===== src/rtl/iter_signed_div.sv =====
// Sequential signed divider: restoring division on magnitudes, one quotient bit
// per clock, followed by sign fixup. Valid/ready on both sides, one op in flight.
module iter_signed_div #(
  parameter int WIDTH = 8
) (
  input  logic                    clk,
  input  logic                    reset,
  input  logic                    in_valid,
  output logic                    in_ready,
  input  logic signed [WIDTH-1:0] dividend_i,
  input  logic signed [WIDTH-1:0] divisor_i,
  output logic                    out_valid,
  input  logic                    out_ready,
  output logic signed [WIDTH-1:0] quotient,
  output logic signed [WIDTH-1:0] remainder,
  output logic                    div_zero,
  output logic                    overflow
);

  localparam int CW = $clog2(WIDTH);

  typedef enum logic [1:0] {IDLE, CALC, DONE} state_t;

  state_t state, state_nxt;

  // Magnitudes carry one extra bit so |-2^(WIDTH-1)| is representable.
  logic [WIDTH:0]   rem_acc, dvd_sh, dvs_mag;
  logic [CW-1:0]    cnt;
  logic             neg_q, neg_r, ovf_pend;
  logic             accept, dvs_is_zero, dvd_is_min;

  logic [WIDTH:0]   shifted, rem_next, dvd_next;
  logic [WIDTH+1:0] trial;
  logic             qbit;

  function automatic logic [WIDTH:0] magnitude(input logic [WIDTH-1:0] v);
    logic [WIDTH:0] ext;
    ext = {v[WIDTH-1], v};
    return v[WIDTH-1] ? -ext : ext;
  endfunction

  function automatic logic [WIDTH-1:0] apply_sign(input logic [WIDTH:0] m, input logic neg);
    logic [WIDTH:0] r;
    r = neg ? -m : m;
    return r[WIDTH-1:0];
  endfunction

  assign accept      = (state == IDLE) && in_valid;
  assign dvs_is_zero = ~|divisor_i;
  assign dvd_is_min  = dividend_i[WIDTH-1] && ~|dividend_i[WIDTH-2:0];

  // One restoring step: shift {partial remainder, dividend}, trial-subtract.
  always_comb begin
    shifted  = {rem_acc[WIDTH-1:0], dvd_sh[WIDTH-1]};
    trial    = {1'b0, shifted} - {1'b0, dvs_mag};
    qbit     = ~trial[WIDTH+1];
    rem_next = qbit ? trial[WIDTH:0] : shifted;
    dvd_next = {dvd_sh[WIDTH-1:0], qbit};
  end

  always_comb begin
    state_nxt = state;
    in_ready  = 1'b0;
    out_valid = 1'b0;
    case (state)
      IDLE: begin
        in_ready = 1'b1;
        if (in_valid) state_nxt = dvs_is_zero ? DONE : CALC;
      end
      CALC: if (cnt == '0) state_nxt = DONE;
      DONE: begin
        out_valid = 1'b1;
        if (out_ready) state_nxt = IDLE;
      end
      default: state_nxt = IDLE;
    endcase
  end

  always_ff @(posedge clk) begin
    if (reset) begin
      state     <= IDLE;
      quotient  <= '0;
      remainder <= '0;
      div_zero  <= 1'b0;
      overflow  <= 1'b0;
    end else begin
      state <= state_nxt;
      if (accept && dvs_is_zero) begin
        quotient  <= '1;
        remainder <= dividend_i;
        div_zero  <= 1'b1;
        overflow  <= 1'b0;
      end else if (state == CALC && cnt == '0) begin
        // The -2^(WIDTH-1)/-1 quotient wraps naturally on truncation.
        quotient  <= apply_sign({1'b0, dvd_next[WIDTH-1:0]}, neg_q);
        remainder <= apply_sign(rem_next, neg_r);
        div_zero  <= 1'b0;
        overflow  <= ovf_pend;
      end
    end
  end

  always_ff @(posedge clk) begin
    if (accept) begin
      neg_q    <= dividend_i[WIDTH-1] ^ divisor_i[WIDTH-1];
      neg_r    <= dividend_i[WIDTH-1];
      dvd_sh   <= magnitude(dividend_i);
      dvs_mag  <= magnitude(divisor_i);
      rem_acc  <= '0;
      cnt      <= CW'(WIDTH - 1);
      ovf_pend <= dvd_is_min && (&divisor_i);
    end else if (state == CALC) begin
      rem_acc <= rem_next;
      dvd_sh  <= dvd_next;
      cnt     <= cnt - CW'(1);
    end
  end

endmodule


===== config.mk =====
export PLATFORM = sky130hd
export DESIGN_NAME = iter_signed_div
export DESIGN_NICKNAME = d
export VERILOG_FILES = /design/src/rtl/iter_signed_div.sv
export SDC_FILE = /design/constraint.sdc
export NUM_CORES = 1
export LEC_CHECK = 0
export ABC_AREA = 1
export CAP_MARGIN = 20
export CORE_UTILIZATION = 45
export CTS_BUF_LIST = sky130_fd_sc_hd__clkbuf_8
export CTS_CLUSTER_SIZE = 25
export DETAILED_ROUTE_END_ITERATION = 16
export PLACE_DENSITY_LB_ADDON = 0.05
export SLEW_MARGIN = 5
export SYNTH_ARGS = -nofsm -noshare
export SYNTH_HDL_FRONTEND = slang
export SYNTH_SLANG_ARGS = --single-unit

===== constraint.sdc =====
create_clock -name clk -period 2.6 [get_ports clk]
set_input_delay 0.52 -clock clk [delete_from_list [all_inputs] [get_ports clk]]
set_output_delay 0.52 -clock clk [all_outputs]
set_load 0.01 [all_outputs]

==> summary.md, run 1 <==
| Metric | Value |
|---|---|
| Status | complete, no violations |
| Final ANT Viol Nets | 0 |
| Startpoint types | register |
| Max Cap Viol | 0 |
| Pin count of the biggest net entering global routing | 18 |
| Worst-Skew Late Latency | 300 ps |
| RSZ-0062 raised after global routing | no |
| # DRC | 0 |
| Clock sinks | 51 |
| TritonCTS clock tree | done |
| Share of layout cells above drive strength 1 | 0.109 |
| Port bufs | 39 |
| CP Capture Type | register |
| Mean Syn Cell Area | 7.60 um^2 |
| Vias in the first global route | 2590 |
| Die Ht | 85.9 um |
| Endpoints failing setup | 0 |
| Total gr overflow | 0 |
| Yosys warning total | 0 |
| Gpl congestion | 0.820 |
| Yosys cell types | 40 |
| Hold_buf cts | 0 |
| Num CTS Buffers | 5 |
| Routed len/inst | 13.3 um |
| Clk root buf | clkbuf_8 |
| Fin crit period | 2360 ps |
| Net Count, Synth | 453 |
| Clock transition at path regs | 90 ps |
| Max-slew violation count | 0 |
| Post-route clock period utilization | 0.909 |
| PwrDens | 755 mW/mm^2 |
| Vias | 2808 |
| WL final | 7500 um |
| Actual slew at the worst max-slew pin | 636 ps |
| H-tree levels | 2 |
| Seq/Total Area, Yosys | 0.385 |
| Setup TNS | 0 ps |
| Gr usage total | 0.218 |
| Cell row count | 30 |
| Die area | 0.00739 mm^2 |
| Seq cells post-synth | 51 |
| DP HPWL | 5970 um |
| Drt initial violations | 126 |
| Syn Std Cell Area | 0.00317 mm^2 |
| Antenna fix cells | 0 |
| Slew Limit Headroom | 0.575 |
| Arr. time, crit path | 2560 ps |
| Critical path class | register to register |
| Hold WC Path Type | register to register |
| DR pass1 iterations | 5 |
| Worst hold slack | 472 ps |
| Routed vias/inst | 4.97 |
| First-pass GRT wire length | 12500 um |
| Synth-to-Final Area Change | 21.7% |
| LEAKAGE | 1.79 nW |
| Highest Clock Rate | 423 MHz |
| Antenna violations before repair | 0 |
| Post-synthesis cell count | 417 |
| I/O pins | 40 |
| Worst vdd ir | 455 uV |
| Final hold vios | 0 |
| Final nets | 504 |
| Longest Clk Path Bufs | 2 |
| Initial Utilization | 0.467 |
| Crit path required time | 2790 ps |
| Final Skew | 6.23 ps |
| Core area | 0.00679 mm^2 |
| Die X | 85.9 um |
| Crit-path max FO | 9 |
==> placed cells by master, fill, tap and decap left out, drive strengths merged <==
| cell type | Yosys | layout |
|---|---|---|
| nand4 | 14 | 14 |
| clkbuf | 6 | 5 |
| a21o | 3 | 3 |
| xor2 | 14 | 14 |
| nand2 | 105 | 105 |
| o41ai | 3 | 3 |
| o31ai | 2 | 2 |
| bufinv | 0 | 1 |
| dfxtp | 31 | 31 |
| nand3 | 23 | 23 |
| a22oi | 1 | 1 |
| xnor2 | 2 | 2 |
| or4 | 1 | 1 |
| o221ai | 3 | 3 |
| a31oi | 5 | 5 |
| or2 | 1 | 1 |
| inv | 75 | 77 |
| nor2 | 26 | 26 |
| fa | 1 | 1 |
| nor3 | 5 | 5 |
| buf | 3 | 14 |
| o22ai | 3 | 3 |
| edfxtp | 20 | 20 |
| o211ai | 1 | 1 |
| o21ai | 31 | 31 |
| nor4 | 3 | 3 |
| a21oi | 17 | 17 |
| ha | 15 | 15 |
| conb | 1 | 1 |
| a22o | 2 | 2 |
| clkdlybuf4s50 | 0 | 39 |
==> critical path, stage by stage, from the launching register on <==
cell and delay [ps]:
edfxtp_1 370, inv_1 80, ha_2 300, nand2_1 70
nand2_1 70, nand2_2 90, nand2_2 60, nand2_4 120
nand3_4 140, inv_2 90, ha_1 140, inv_1 70
o41ai_1 370, xor2_1 200, a21oi_1 80
==> cells by family (layout without fill, tap and decap cells) <==
group | count (synthesis) | after routing | synth area share
simple gates | 178 | 178 | 0.266
buf+inv | 84 | 136 | 0.103
compound gates | 71 | 71 | 0.135
flops | 51 | 51 | 0.385
fa+ha+maj | 16 | 16 | 0.0655
xor+xnor | 16 | 16 | 0.0442
other cells | 1 | 1 | 0.00118
==> report_power, final <==
group / switching, mW / total [mW] / internal (mW) / leakage (nW)
combinational: 0.808 / 1.31 / 0.499 / 1.28
sequential: 0.0969 / 1.06 / 0.963 / 0.448
clock: 0.265 / 0.546 / 0.281 / 0.0607
==> state kept, by name, summed over array words and instances (netlist names) <==
| name | flops |
|---|---|
| ovf_pend | 1 |
| dvd_sh | 8 |
| neg_q | 1 |
| overflow | 1 |
| dvs_mag | 9 |
| state | 2 |
| remainder | 8 |
| quotient | 8 |
| cnt | 3 |
| div_zero | 1 |
| neg_r | 1 |
| rem_acc | 8 |
==> cell usage after synthesis <==
cell type	number	area [um^2]
nand2_1	94	353
o31ai_1	2	15.0
a31oi_1	5	31.3
o211ai_1	1	7.51
a22oi_1	1	7.51
fa_1	1	20.0
nand2_4	1	11.3
nor3_1	4	20.0
o22ai_1	3	18.8
xnor2_1	2	17.5
nand4_1	14	87.6
nor4_1	3	18.8
a21oi_2	1	8.76
clkbuf_1	6	22.5
or2_2	1	6.26
or4_1	1	7.51
buf_2	2	10.0
ha_1	15	188
nand2_2	10	62.6
a21oi_4	1	16.3
o21ai_1	1	5.00
o221ai_1	3	26.3
edfxtp_1	20	601
inv_2	6	22.5
xor2_1	14	123
a21o_1	3	22.5
a21oi_1	15	75.1
inv_1	69	259
nor3_2	1	10.0
conb_1	1	3.75
nor2_2	3	18.8
o41ai_1	3	26.3
nor2_1	20	75.1
buf_6	1	11.3
o21ai_0	30	150
nand3_1	21	105
a22o_1	2	17.5
dfxtp_1	31	621
nor2_4	3	33.8
nand3_4	2	35.0
==> area by class of cell <==
type                    instances  area [um^2]
clock buffers                   5         68.8
clock inverters                 3         37.5
fillers                       676         2940
inverters                      75          282
multi-input cells             282         1630
flip-flops and latches         51         1220
well taps                      96          120
repair buffers                 53          499
==> layer usage <==
metal,GRT usage,up-vias,part of all wire,routed length [um]
met2,0.333,59,0.43,3240
met1,0.326,1270,0.52,3880
met4,0.0545,0,0.012,88
met5,0,-,0,0
met3,0.0269,7,0.037,279
li1,-,1472,-,-
==> stage by stage <==
step,utilization,power [mW],cells,area (um^2),setup WS [ps]
5_1_grt,0.568,3.16,565,3860,16.0
3_3_place_gp,0.551,2.35,557,3740,95.1
3_5_place_dp,0.551,2.36,557,3740,37.3
6_report,0.568,2.91,565,3860,235
2_1_floorplan,-,2.05,417,3170,488
4_1_cts,0.566,2.91,565,3850,236
==> what timing repair did <==
action / CTS / global route
buffers inserted: 0 / 0
resized for setup: 0 / 3
hold endpoints to repair: 0 / 0
endpoints found under the setup margin: 0 / 1
==> worst paths after layout <==
check,slack (ps),startpoint,to,cells past startpoint
hold reg to reg,470,remainder[3],remainder[3],2
setup reg to reg,240,dvs_mag[2],quotient[6],14
hold / removal,470,remainder[3],remainder[3],2
setup / recovery,240,dvs_mag[2],quotient[6],14
Power figures use the tool's default switching activity.
==> run 2, diff against run 1 <==
--- a/config.mk
+++ b/config.mk
@@ -5,7 +5,7 @@
 export SDC_FILE = /design/constraint.sdc
 export NUM_CORES = 1
 export LEC_CHECK = 0
-export ABC_AREA = 1
+export ABC_AREA = 0
 export CAP_MARGIN = 20
 export CORE_UTILIZATION = 45
 export CTS_BUF_LIST = sky130_fd_sc_hd__clkbuf_8
==> constraint.sdc (replaced) <==
create_clock -name clk -period 2.2 [get_ports clk]
set_input_delay 0.44 -clock clk [delete_from_list [all_inputs] [get_ports clk]]
set_output_delay 0.44 -clock clk [all_outputs]
set_load 0.01 [all_outputs]
==> run 2 against run 1 <==
  * Critical endpoint is now remainder[6]
  * Power is 14% higher
  * Largest cell class unchanged
  * The flow now finishes with violations (negative setup slack)
  * Global-route usage rose by 0.31 points
  * Largest power group unchanged
  * Worst setup slack lost 420 ps
  * Non-clock buffer count grew 43
  * Via count shrank 1.2%
  * Combinational power grew 20%
  * Critical path depth shrank 4
==> summary.md, run 2 <==
| Metric | Value |
|---|---|
| Post-synthesis cell count | 352 (was 417) |
| Status | complete, but fails checks (was complete, no violations) |
| Placement Cell Area | 0.00411 mm^2 (was 0.00374 mm^2) |
| Top cells by count, synth | nand2_1, dfxtp_1, nor2_1 (was nand2_1, inv_1, dfxtp_1) |
| Failing checks | negative setup slack |
| # DRC | 0 (unchanged) |
| WL final | 7850 um (was 7500 um) |
| Drt initial violations | 96 (was 126) |
| Clock transition at path regs | 100 ps (was 90 ps) |
| Final ANT Viol Nets | 0 (unchanged) |
| Multi-input logic area | 0.00203 mm^2 (was 0.00163 mm^2) |
| H-tree levels | 2 (unchanged) |
| Die Ht | 86.0 um (was 85.9 um) |
| Yosys warning total | 0 (unchanged) |
| Commonest non-fill, non-tap cell in the layout | buf_4 (was nand2_1) |
| DP HPWL | 5840 um (was 5970 um) |
| Startpoint types | register (unchanged) |
| Syn Std Cell Area | 0.00317 mm^2 (about the same) |
| Antenna fix cells | 0 (unchanged) |
| Yosys cell types | 57 (was 40) |
| Fin worst setup slack | -188 ps (was 235 ps) |
| Net Count, Synth | 388 (was 453) |
| Port bufs | 39 (unchanged) |
| Most flop-heavy register | dvs_mag (unchanged) |
| Slew Limit Headroom | 0.654 (was 0.575) |
| Most frequent cells in the layout | buf_4, clkdlybuf4s50_1, nand2_1 (was nand2_1, inv_1, clkdlybuf4s50_1) |
| Reg-to-reg critical path startpoint | dvs_mag[0] (was dvs_mag[2]) |
| Max-slew violation count | 0 (unchanged) |
| Vias | 2774 (was 2808) |
| Seq/Total Area, Yosys | 0.385 (about the same) |
| Number of enable flip-flop cells after synthesis | 20 (unchanged) |
| Reg area | 0.00122 mm^2 (unchanged) |
| Post-route clock period utilization | 1.09 (was 0.909) |
| Synth async-reset ratio | 0 (unchanged) |
| Vias in the first global route | 2523 (was 2590) |
| Post-synth top area share | 0.196 (about the same) |
| Longest Clk Path Bufs | 2 (unchanged) |
| Routed vias/inst | 5.17 (was 4.97) |
| Hold Crit Endpoint | cnt[0] (was remainder[3]) |
| Highest Clock Rate | 419 MHz (was 423 MHz) |
| Gr usage total | 0.221 (was 0.218) |
| Pin count of the biggest net entering global routing | 24 (was 18) |
| Worst vdd ir | 415 uV (was 455 uV) |
| Design area | 0.00438 mm^2 (was 0.00386 mm^2) |
| DR pass1 iterations | 5 (unchanged) |
| Yosys top cell by area | dfxtp_1 (unchanged) |
| Final nets | 476 (was 504) |
| Die area | 0.00739 mm^2 (about the same) |
| Hold_buf cts | 0 (unchanged) |
| Crit-path max FO | 2 (was 9) |
| # fillers | 591 (was 676) |
| Gpl congestion | 0.847 (was 0.820) |
| First-pass GRT wire length | 12600 um (was 12500 um) |
| Clk root buf | clkbuf_8 (unchanged) |
| Max reg flops | 9 (unchanged) |
| Final core utilization | 0.645 (was 0.568) |
| LEAKAGE | 1.74 nW (was 1.79 nW) |
| Hold path cells | 1 (was 2) |
| Worst-Skew Late Latency | 310 ps (was 300 ps) |
| Hold WC Path Type | register to register (unchanged) |
| R2r worst-path depth | 10 (was 14) |
| Fin crit period | 2390 ps (was 2360 ps) |
| PwrDens | 757 mW/mm^2 (was 755 mW/mm^2) |
| Mean Syn Cell Area | 9.02 um^2 (was 7.60 um^2) |
| Arr. time, crit path | 2610 ps (was 2560 ps) |
| Die X | 86.0 um (was 85.9 um) |
| TritonCTS clock tree | done (unchanged) |
| Clock sinks | 51 (unchanged) |
| Endpoints failing setup | 5 (was 0) |
| Reg-to-reg endpoint | remainder[6] (was quotient[6]) |
| Seq cells post-synth | 51 (unchanged) |
| Crit path required time | 2420 ps (was 2790 ps) |
| Reg2Reg Setup Slack | -190 ps (was 240 ps) |
| Max Cap Viol | 0 (unchanged) |
| Synth-to-Final Area Change | 38.1% (was 21.7%) |
| Post-synth top flop | dfxtp_1 (unchanged) |
| Num CTS Buffers | 5 (unchanged) |
| Critical path class | register to register (unchanged) |
| Count leader, synth | nand2_1 (unchanged) |
| Main area contributors after synthesis | dfxtp_1, edfxtp_1, ha_1, nand2_1, xnor2_1 (was dfxtp_1, edfxtp_1, nand2_1, inv_1, ha_1) |
| Initial Utilization | 0.467 (about the same) |
| Antenna violations before repair | 0 (unchanged) |
| RSZ-0062 raised after global routing | yes (was no) |
| Final Skew | 5.15 ps (was 6.23 ps) |
| Total gr overflow | 0 (unchanged) |
| Core area | 0.00679 mm^2 (unchanged) |
| CP Capture Type | register (unchanged) |
| I/O pins | 40 (unchanged) |
| Critical hold path startpoint | cnt[0] (was remainder[3]) |
| Actual slew at the worst max-slew pin | 518 ps (was 636 ps) |
| Power Total | 3.32 mW (was 2.91 mW) |
| Final hold vios | 0 (unchanged) |
| Routed len/inst | 14.6 um (was 13.3 um) |
| Placement Setup Slack | -392 ps (was 37.3 ps) |
| Cell row count | 30 (unchanged) |
| Setup TNS | -581 ps (was 0 ps) |
| Share of layout cells above drive strength 1 | 0.265 (was 0.109) |
## run 2: timing repair
item	CTS	global route
pin swaps	16	17
setup buffers	2	3
resized for setup	19	19
cloned	0	1
endpoints found under the setup margin	10	20
## run 2: power by group
part	switching, mW	internal, mW
sequential	0.0936	1.09
combinational	0.781	0.792
clock	0.339	0.223
total	1.21	2.10
## run 2: how the worst max path moves through the flow
| stage | from | to | slack, ps |
|---|---|---|---|
| after floorplan | dvd_sh[7] | remainder[6] | -160 |
| after global placement | divisor_i[1] | remainder[7] | -350 |
| after detailed placement | divisor_i[0] | remainder[7] | -390 |
| after global routing | dvs_mag[0] | remainder[6] | -290 |
| after CTS | dvd_sh[7] | remainder[7] | -180 |
| final | dvs_mag[0] | remainder[6] | -190 |
## run 2: layer usage
| metal | vias to the layer above | track usage | wire, um |
|---|---|---|---|
| met5 | - | 0 | 0 |
| met4 | 0 | 0.0561 | 102 |
| met3 | 8 | 0.0404 | 311 |
| met2 | 56 | 0.349 | 3580 |
| met1 | 1294 | 0.312 | 3850 |
| li1 | 1416 | - | - |
## run 2: logic make-up after synthesis
group           synth area share
flops                      0.385
compound gates             0.188
simple gates               0.196
buf+inv                   0.0457
mux                       0.0256
other cells              0.00118
xor+xnor                  0.0934
fa+ha+maj                 0.0654
## run 2: worst max-delay path, cell delays in order, from the launching register on
cell,delay (ps)
edfxtp_1,430
ha_4,190
fa_2,360
nand2b_4,180
a21oi_4,150
xor2_2,180
nor2_1,70
a31oi_2,170
nand2_1,120
xnor2_2,180
a2111oi_2,280
## run 2: layout make-up
type / count / share of cell area
well taps: 96 / 0.0274
inverters: 19 / 0.0163
flip-flops and latches: 51 / 0.279
multi-input cells: 267 / 0.462
repair buffers: 96 / 0.195
clock inverters: 3 / 0.00457
clock buffers: 5 / 0.0157
## run 2: metrics by stage
stage,hold slack [ps],instances
2_1_floorplan,429,352
3_3_place_gp,445,524
3_5_place_dp,449,524
4_1_cts,464,534
5_1_grt,481,537
6_report,458,537
